### src/rtl/dcache_pkg.sv
// dcache_pkg: shared geometry, tag-word layout and FSM state type for the
// data-cache controller. Geometry is fixed: 16 sets, 2 ways, 256-bit lines.
package dcache_pkg;

    localparam int TAG_W      = 23;
    localparam int IDX_W      = 4;
    localparam int LINE_W     = 256;
    localparam int WORD_SEL_W = 3;
    localparam int WORD_W     = 32;
    localparam int OFFSET_W   = 5;
    localparam int TAGWORD_W  = 25;
    localparam int VALID_BIT  = 24;
    localparam int DIRTY_BIT  = 23;

    typedef enum logic [2:0] {
        ST_IDLE      = 3'd0,
        ST_MISS      = 3'd1,
        ST_WRITEBACK = 3'd2,
        ST_REFILL    = 3'd3,
        ST_UPDATE    = 3'd4
    } state_t;

    // Build an SRAM tag word: valid is always set when the controller writes.
    function automatic logic [TAGWORD_W-1:0] make_tag_word(input logic dirty,
                                                           input logic [TAG_W-1:0] tag);
        logic [TAGWORD_W-1:0] w;
        w             = '0;
        w[VALID_BIT]  = 1'b1;
        w[DIRTY_BIT]  = dirty;
        w[TAG_W-1:0]  = tag;
        return w;
    endfunction

endpackage

### src/rtl/dcache_word_merge.sv
// dcache_word_merge: selects one 32-bit word out of a 256-bit line and, in
// parallel, produces the same line with that word replaced. The read-hit
// path uses o_word, the write-hit path uses o_line.
module dcache_word_merge
    import dcache_pkg::*;
(
    input  logic [LINE_W-1:0]     i_line,
    input  logic [WORD_SEL_W-1:0] i_sel,
    input  logic [WORD_W-1:0]     i_word,
    output logic [WORD_W-1:0]     o_word,
    output logic [LINE_W-1:0]     o_line
);

    logic [7:0] w_bit_base;

    assign w_bit_base = {i_sel, 5'b00000};

    // Word extract and word insert share the same bit offset.
    always_comb begin
        o_word = i_line[w_bit_base +: WORD_W];
        o_line = i_line;
        o_line[w_bit_base +: WORD_W] = i_word;
    end

endmodule

### src/rtl/dcache_ctrl.sv
// dcache_ctrl: controller for the 2-way set-associative data-cache SRAM.
// Hits are served combinationally from the SRAM; misses write back a dirty
// victim, refill the line from memory and rewrite the SRAM, then re-check.
// Optional build macro DCACHE_PERF_CNT_EN adds saturating hit/miss counters.
//
// state        | meaning
// ------------ | ---------------------------------------------------------
// ST_IDLE      | serve hits; on a miss capture the LRU victim
// ST_MISS      | choose write-back (valid+dirty victim) or straight refill
// ST_WRITEBACK | victim line written to memory, wait for mem_ack_i
// ST_REFILL    | requested line read from memory, wait for mem_ack_i
// ST_UPDATE    | refilled line written into the SRAM's LRU way
module dcache_ctrl
    import dcache_pkg::*;
(
    input  logic                 clk_i,
    input  logic                 rst_n_i,
    input  logic                 cpu_req_i,
    input  logic                 cpu_write_i,
    input  logic [31:0]          cpu_addr_i,
    input  logic [31:0]          cpu_data_i,
    output logic [31:0]          cpu_data_o,
    output logic                 cpu_stall_o,
    output logic                 sram_enable_o,
    output logic                 sram_write_o,
    output logic [3:0]           sram_addr_o,
    output logic [24:0]          sram_tag_o,
    output logic [255:0]         sram_data_o,
    input  logic [24:0]          sram_tag_i,
    input  logic [255:0]         sram_data_i,
    input  logic                 sram_hit_i,
    output logic                 mem_enable_o,
    output logic                 mem_write_o,
    output logic [31:0]          mem_addr_o,
    output logic [255:0]         mem_data_o,
    input  logic [255:0]         mem_data_i,
    input  logic                 mem_ack_i
`ifdef DCACHE_PERF_CNT_EN
    ,
    output logic [31:0]          hit_cnt_o,
    output logic [31:0]          miss_cnt_o
`endif
);

    state_t                  r_state;
    logic [TAGWORD_W-1:0]    r_victim_tag;
    logic [LINE_W-1:0]       r_victim_line;
    logic [LINE_W-1:0]       r_refill_line;
    logic                    r_mem_enable;
    logic                    r_mem_write;
    logic [31:0]             r_mem_addr;
    logic [LINE_W-1:0]       r_mem_data;

    logic [TAG_W-1:0]        w_cpu_tag;
    logic [IDX_W-1:0]        w_idx;
    logic [WORD_SEL_W-1:0]   w_word_sel;
    logic [1:0]              w_unused_byte_off;
    logic [WORD_W-1:0]       w_hit_word;
    logic [LINE_W-1:0]       w_merged_line;
    logic                    w_victim_dirty;

    assign w_cpu_tag         = cpu_addr_i[31:9];
    assign w_idx             = cpu_addr_i[8:5];
    assign w_word_sel        = cpu_addr_i[4:2];
    assign w_unused_byte_off = cpu_addr_i[1:0];
    assign w_victim_dirty    = r_victim_tag[VALID_BIT] & r_victim_tag[DIRTY_BIT];

    dcache_word_merge u_word_merge (
        .i_line (sram_data_i),
        .i_sel  (w_word_sel),
        .i_word (cpu_data_i),
        .o_word (w_hit_word),
        .o_line (w_merged_line)
    );

    // Miss-handling FSM; memory-side outputs are registered so they are
    // stable from the first cycle of WRITEBACK/REFILL through the ack.
    always_ff @(posedge clk_i or negedge rst_n_i) begin
        if (!rst_n_i) begin
            r_state       <= ST_IDLE;
            r_victim_tag  <= '0;
            r_victim_line <= '0;
            r_refill_line <= '0;
            r_mem_enable  <= 1'b0;
            r_mem_write   <= 1'b0;
            r_mem_addr    <= '0;
            r_mem_data    <= '0;
        end else begin
            case (r_state)
                ST_IDLE: begin
                    if (cpu_req_i && !sram_hit_i) begin
                        r_victim_tag  <= sram_tag_i;
                        r_victim_line <= sram_data_i;
                        r_state       <= ST_MISS;
                    end
                end
                ST_MISS: begin
                    r_mem_enable <= 1'b1;
                    if (w_victim_dirty) begin
                        r_mem_write <= 1'b1;
                        r_mem_addr  <= {r_victim_tag[TAG_W-1:0], w_idx, {OFFSET_W{1'b0}}};
                        r_mem_data  <= r_victim_line;
                        r_state     <= ST_WRITEBACK;
                    end else begin
                        r_mem_write <= 1'b0;
                        r_mem_addr  <= {w_cpu_tag, w_idx, {OFFSET_W{1'b0}}};
                        r_state     <= ST_REFILL;
                    end
                end
                ST_WRITEBACK: begin
                    if (mem_ack_i) begin
                        // Refill request follows immediately; enable stays high.
                        r_mem_write <= 1'b0;
                        r_mem_addr  <= {w_cpu_tag, w_idx, {OFFSET_W{1'b0}}};
                        r_state     <= ST_REFILL;
                    end
                end
                ST_REFILL: begin
                    if (mem_ack_i) begin
                        r_refill_line <= mem_data_i;
                        r_mem_enable  <= 1'b0;
                        r_state       <= ST_UPDATE;
                    end
                end
                ST_UPDATE: begin
                    r_state <= ST_IDLE;
                end
                default: begin
                    r_state      <= ST_IDLE;
                    r_mem_enable <= 1'b0;
                    r_mem_write  <= 1'b0;
                end
            endcase
        end
    end

    assign mem_enable_o = r_mem_enable;
    assign mem_write_o  = r_mem_write;
    assign mem_addr_o   = r_mem_addr;
    assign mem_data_o   = r_mem_data;
    assign cpu_data_o   = w_hit_word;

    // SRAM and CPU handshake; hits complete in the same cycle. In IDLE the
    // dirty bit of the compare tag follows cpu_write_i: the SRAM only stores
    // it on a write hit, and keeping it independent of sram_hit_i avoids a
    // combinational loop through the SRAM's tag compare.
    always_comb begin
        cpu_stall_o   = 1'b1;
        sram_enable_o = 1'b0;
        sram_write_o  = 1'b0;
        sram_addr_o   = w_idx;
        sram_tag_o    = make_tag_word(1'b0, w_cpu_tag);
        sram_data_o   = w_merged_line;
        case (r_state)
            ST_IDLE: begin
                cpu_stall_o   = cpu_req_i & ~sram_hit_i;
                sram_enable_o = cpu_req_i;
                sram_tag_o    = make_tag_word(cpu_write_i, w_cpu_tag);
                sram_write_o  = cpu_req_i & cpu_write_i & sram_hit_i;
            end
            ST_UPDATE: begin
                sram_enable_o = 1'b1;
                sram_write_o  = 1'b1;
                sram_tag_o    = make_tag_word(1'b0, w_cpu_tag);
                sram_data_o   = r_refill_line;
            end
            default: begin
                cpu_stall_o = 1'b1;
            end
        endcase
    end

`ifdef DCACHE_PERF_CNT_EN
    logic [31:0] r_hit_cnt;
    logic [31:0] r_miss_cnt;
    logic        r_after_miss;

    // Saturating counters; the post-refill re-check hit is not a new hit.
    always_ff @(posedge clk_i or negedge rst_n_i) begin
        if (!rst_n_i) begin
            r_hit_cnt    <= '0;
            r_miss_cnt   <= '0;
            r_after_miss <= 1'b0;
        end else begin
            if (r_state == ST_UPDATE) begin
                r_after_miss <= 1'b1;
            end else if (r_state == ST_IDLE && cpu_req_i && sram_hit_i) begin
                if (r_after_miss) begin
                    r_after_miss <= 1'b0;
                end else if (r_hit_cnt != 32'hFFFF_FFFF) begin
                    r_hit_cnt <= r_hit_cnt + 32'd1;
                end
            end
            if (r_state == ST_IDLE && cpu_req_i && !sram_hit_i &&
                r_miss_cnt != 32'hFFFF_FFFF) begin
                r_miss_cnt <= r_miss_cnt + 32'd1;
            end
        end
    end

    assign hit_cnt_o  = r_hit_cnt;
    assign miss_cnt_o = r_miss_cnt;
`endif

endmodule

### config.mk
export PLATFORM = sky130hd
export DESIGN_NAME = dcache_ctrl
export DESIGN_NICKNAME = d
export VERILOG_FILES = /design/src/rtl/dcache_pkg.sv /design/src/rtl/dcache_word_merge.sv /design/src/rtl/dcache_ctrl.sv
export SDC_FILE = /design/constraint.sdc
export NUM_CORES = 2
export LEC_CHECK = 0
export ABC_AREA = 1
export BUFFER_PORTS_ARGS = -buffer_cell sky130_fd_sc_hd__buf_2
export CORE_AREA = 2 2 477 479
export CTS_CLUSTER_DIAMETER = 120
export DETAILED_ROUTE_END_ITERATION = 8
export DIE_AREA = 0 0 479 481
export PLACE_DENSITY = 0.44
export SYNTH_ARGS = -nofsm -noshare
export SYNTH_HDL_FRONTEND = slang
export SYNTH_SLANG_ARGS = --single-unit
export TNS_END_PERCENT = 5
### constraint.sdc
create_clock -name clk_i -period 4.92 [get_ports clk_i]
set_clock_uncertainty 0.1 [all_clocks]
set_input_delay 0.984 -clock clk_i [delete_from_list [all_inputs] [get_ports clk_i]]
set_output_delay 0.984 -clock clk_i [all_outputs]
set_load 0.03 [all_outputs]
==> impl_metrics.tcl <==
set metrics [dict create \
    synth.most_common_cell "nand2_1" \
    grt_pass1_vias 43050 \
    irDropWorstVdd_mv 0.3238 \
    clk_pin_slew_ns 0.06 \
    worstPathArrival_ns 3.68 \
    placedCellCount 9714 \
    reg2reg_depth 7 \
    maxSlewViolCount 0 \
    p_int_mw 18.34 \
    end_kind "primary output" \
    viasPerCell 4.414 \
    place_congestion 0.9392 \
    synthTopCellsByCount "nand2_1 (3133), dfrtp_1 (825), nand3_1 (476)" \
    pre_cts_ws_ns 0.01864 \
    final_cells 9972 \
    power_mw 33.27 \
    grt_max_degree 184 \
    cp_slowest_stage_delay_ns 0.49 \
    core_mm2 0.2257 \
    combPwrFrac 0.398 \
    cp.required_ns 3.84 \
    synth_top_area_share 0.4975 \
    routed_wl_um 304000 \
    drt_pre_antenna_iters 6 \
    switchingPower_mw 14.93 \
    ys_seq_elements 825 \
    finalSetupTns_ns 0 \
    switching_share 0.4486 \
    cpMaxStageDelayCell "ha_1" \
    rr_startpoint "r_victim_tag[24]" \
    netlist_area_mm2 0.04150 \
    max_freq_mhz 209.7 \
    crit_family "simple AND/OR/NAND/NOR gates" \
    yosysWarnings 0 \
    power_density_mw_per_mm2 597.8 \
    rsz0062_at_grt "no" \
    drtAntennaViolNets 0 \
    avgSynthCellArea_um2 7.166 \
    io_buffers 1208 \
    power_frac_clock 0.249 \
    tightest_slew_ns 1.204 \
    finalSetupViolCount 0 \
    synth-edff-count 0 \
    seq_power_share 0.353 \
    grtUsageTotal 0.2555 \
    drv_cap 0 \
    start_kind "primary input" \
    numClockSinks 825 \
    start_util 0.1838 \
    clockBufferDepth 3 \
    drtIter0Drc 4253 \
    status "completed" \
    drc_errors 0 \
    grt_pass1_wl_um 394300 \
    routedWlPerCell_um 30.48 \
    hold_class "primary input to async pin" \
    critical_path.cell_chain "buf_8 > inv_1 > ha_1 > ha_1 > nor2_2 > nand2_1 > buf_4 > nand2_1 > nand3_1 > nand2_1 > buf_12" \
    fp.dieH_um 481 \
    crit_buf_inv 4 \
    synthTopCellsByArea "dfrtp_1 (50%), nand2_1 (28%), nand3_1 (5.7%)" \
    synthArstFlopShare 1.000 \
    dieArea_mm2 0.2304 \
    fp.dieW_um 479 \
    clock_latency_ns 0.80 \
    leakage_nw 30.85 \
    critical_path.most_common_cell "nand2_1" \
    finalNetCount 7426 \
    finalCriticalPeriod_ns 4.768 \
    ios 1217 \
    cts_root_buffer "clkbuf_16" \
    seq_area_frac_synth 0.4975 \
    path_depth 11 \
    synthFlopType "dfrtp_1" \
    relSlewSlack 0.1972 \
    hpwlAfterDp_um 248400 \
    fin_crit_sh 0.9692 \
    path_max_fanout 30 \
    setup_ws_ns 0.1515 \
    n_fill_cell 25440 \
    synth.largest_area_cell "dfrtp_1" \
    netlist_instances 5791 \
    grt_overflow 0 \
    finalHoldViolations 0 \
    rr_endpoint "mem_data_o[63]" \
    drive_above_1_share 0.2203 \
    cts_max_level 3 \
    std_cell_rows 175 \
    cts_tree "built" \
    path_class "primary input to primary output" \
    antenna_found_initial 118 \
    rrSetupSlack_ns 1.57 \
    syn2layout_area_growth_pct 34.12 \
    via_count 44020 \
    synth.distinct_cells 26 \
    cts-buffers-inserted 106 \
]
==> metrics by stage <==
step	utilization	hold slack, ns	area [µm²]
after floorplan	-	0.3492	41510
final	0.2465	0.09685	55660
after global routing	0.2461	0.1252	55560
after global placement	0.2297	0.3518	51850
after CTS	0.2458	0.1144	55490
after detailed placement	0.2297	0.3527	51850
==> state kept, by name (all words and copies together) (netlist names) <==
register,flops
r_state,3
mem_write_o,1
mem_data_o,256
mem_addr_o,27
r_victim_line,256
r_refill_line,256
mem_enable_o,1
r_victim_tag,25
==> how the worst max path moves through the flow <==
stage	from	endpoint
2_1_floorplan	cpu_addr_i[2]	sram_data_o[10]
3_5_place_dp	cpu_addr_i[3]	sram_data_o[195]
4_1_cts	cpu_addr_i[3]	sram_data_o[195]
5_1_grt	cpu_addr_i[2]	sram_data_o[195]
6_report	cpu_addr_i[2]	sram_data_o[192]
3_3_place_gp	cpu_addr_i[3]	sram_data_o[195]
==> logic make-up (layout without fill, tap and decap cells) <==
logic type / after synthesis / in the layout / share of synthesized area
simple gates: 3742 / 3742 / 0.3577
flops: 825 / 825 / 0.4975
buf+inv: 771 / 1876 / 0.08310
compound gates: 445 / 445 / 0.05973
fa+ha+maj: 6 / 6 / 0.001809
other cells: 2 / 69 / 0.0001810
==> metal layers <==
metal | share of wire | vias to the layer above | global-route usage
met5 | 0.00098 | - | 0
met4 | 0.044 | 46 | 0.1030
met3 | 0.075 | 382 | 0.06080
met2 | 0.48 | 2053 | 0.4304
met1 | 0.40 | 21420 | 0.3123
li1 | - | 20120 | -
==> final cells by class <==
class | instances | area (µm²) | area share
tap | 3009 | 3765 | 0.06764
antenna | 63 | 157.7 | 0.002833
clock buffer | 157 | 3024 | 0.05434
clock inverter | 38 | 619.3 | 0.01113
multi-input combinational | 4199 | 17480 | 0.3141
sequential | 825 | 20640 | 0.3709
timing repair buffer | 1330 | 8626 | 0.1550
inverter | 351 | 1341 | 0.02410
==> cells in the final DEF (no fill, tap or decap), types with 3 or more instances in the layout <==
cell type   instances
a21oi_1            17
buf_12            114
buf_2            1119
buf_4              95
bufinv_16          10
clkbuf_1           33
clkbuf_16         106
clkbuf_8           18
clkinv_16           5
clkinv_2           12
clkinvlp_4          5
conb_1              6
dfrtp_1           825
diode_2            63
ha_1                6
inv_1             343
inv_2               4
inv_8               6
nand2_1          3131
nand2_4             3
nand3_1           476
nand4_1            67
nor2_1             50
nor2_2              9
nor2_4              3
o211ai_1           96
o21ai_0           319
o21ai_1            10
==> what timing repair did <==
| action | CTS | global route |
|---|---|---|
| hold buffers | 0 | 0 |
| endpoints found under the setup margin | 0 | 4 |
| setup buffers | 0 | 0 |
| resized for setup | 0 | 1 |
==> power by group through the flow <==
| stage | combinational [mW] | clock [mW] | sequential [mW] |
|---|---|---|---|
| floorplan | 5.58 | 0 | 13.5 |
| global placement | 13.3 | 0 | 11.7 |
| detailed placement | 13.4 | 0 | 11.8 |
| CTS | 13.4 | 8.47 | 11.7 |
| global route | 14.4 | 8.71 | 12.1 |
| finish | 13.2 | 8.28 | 11.8 |
Note: power is estimated with default switching activity, not from simulation.
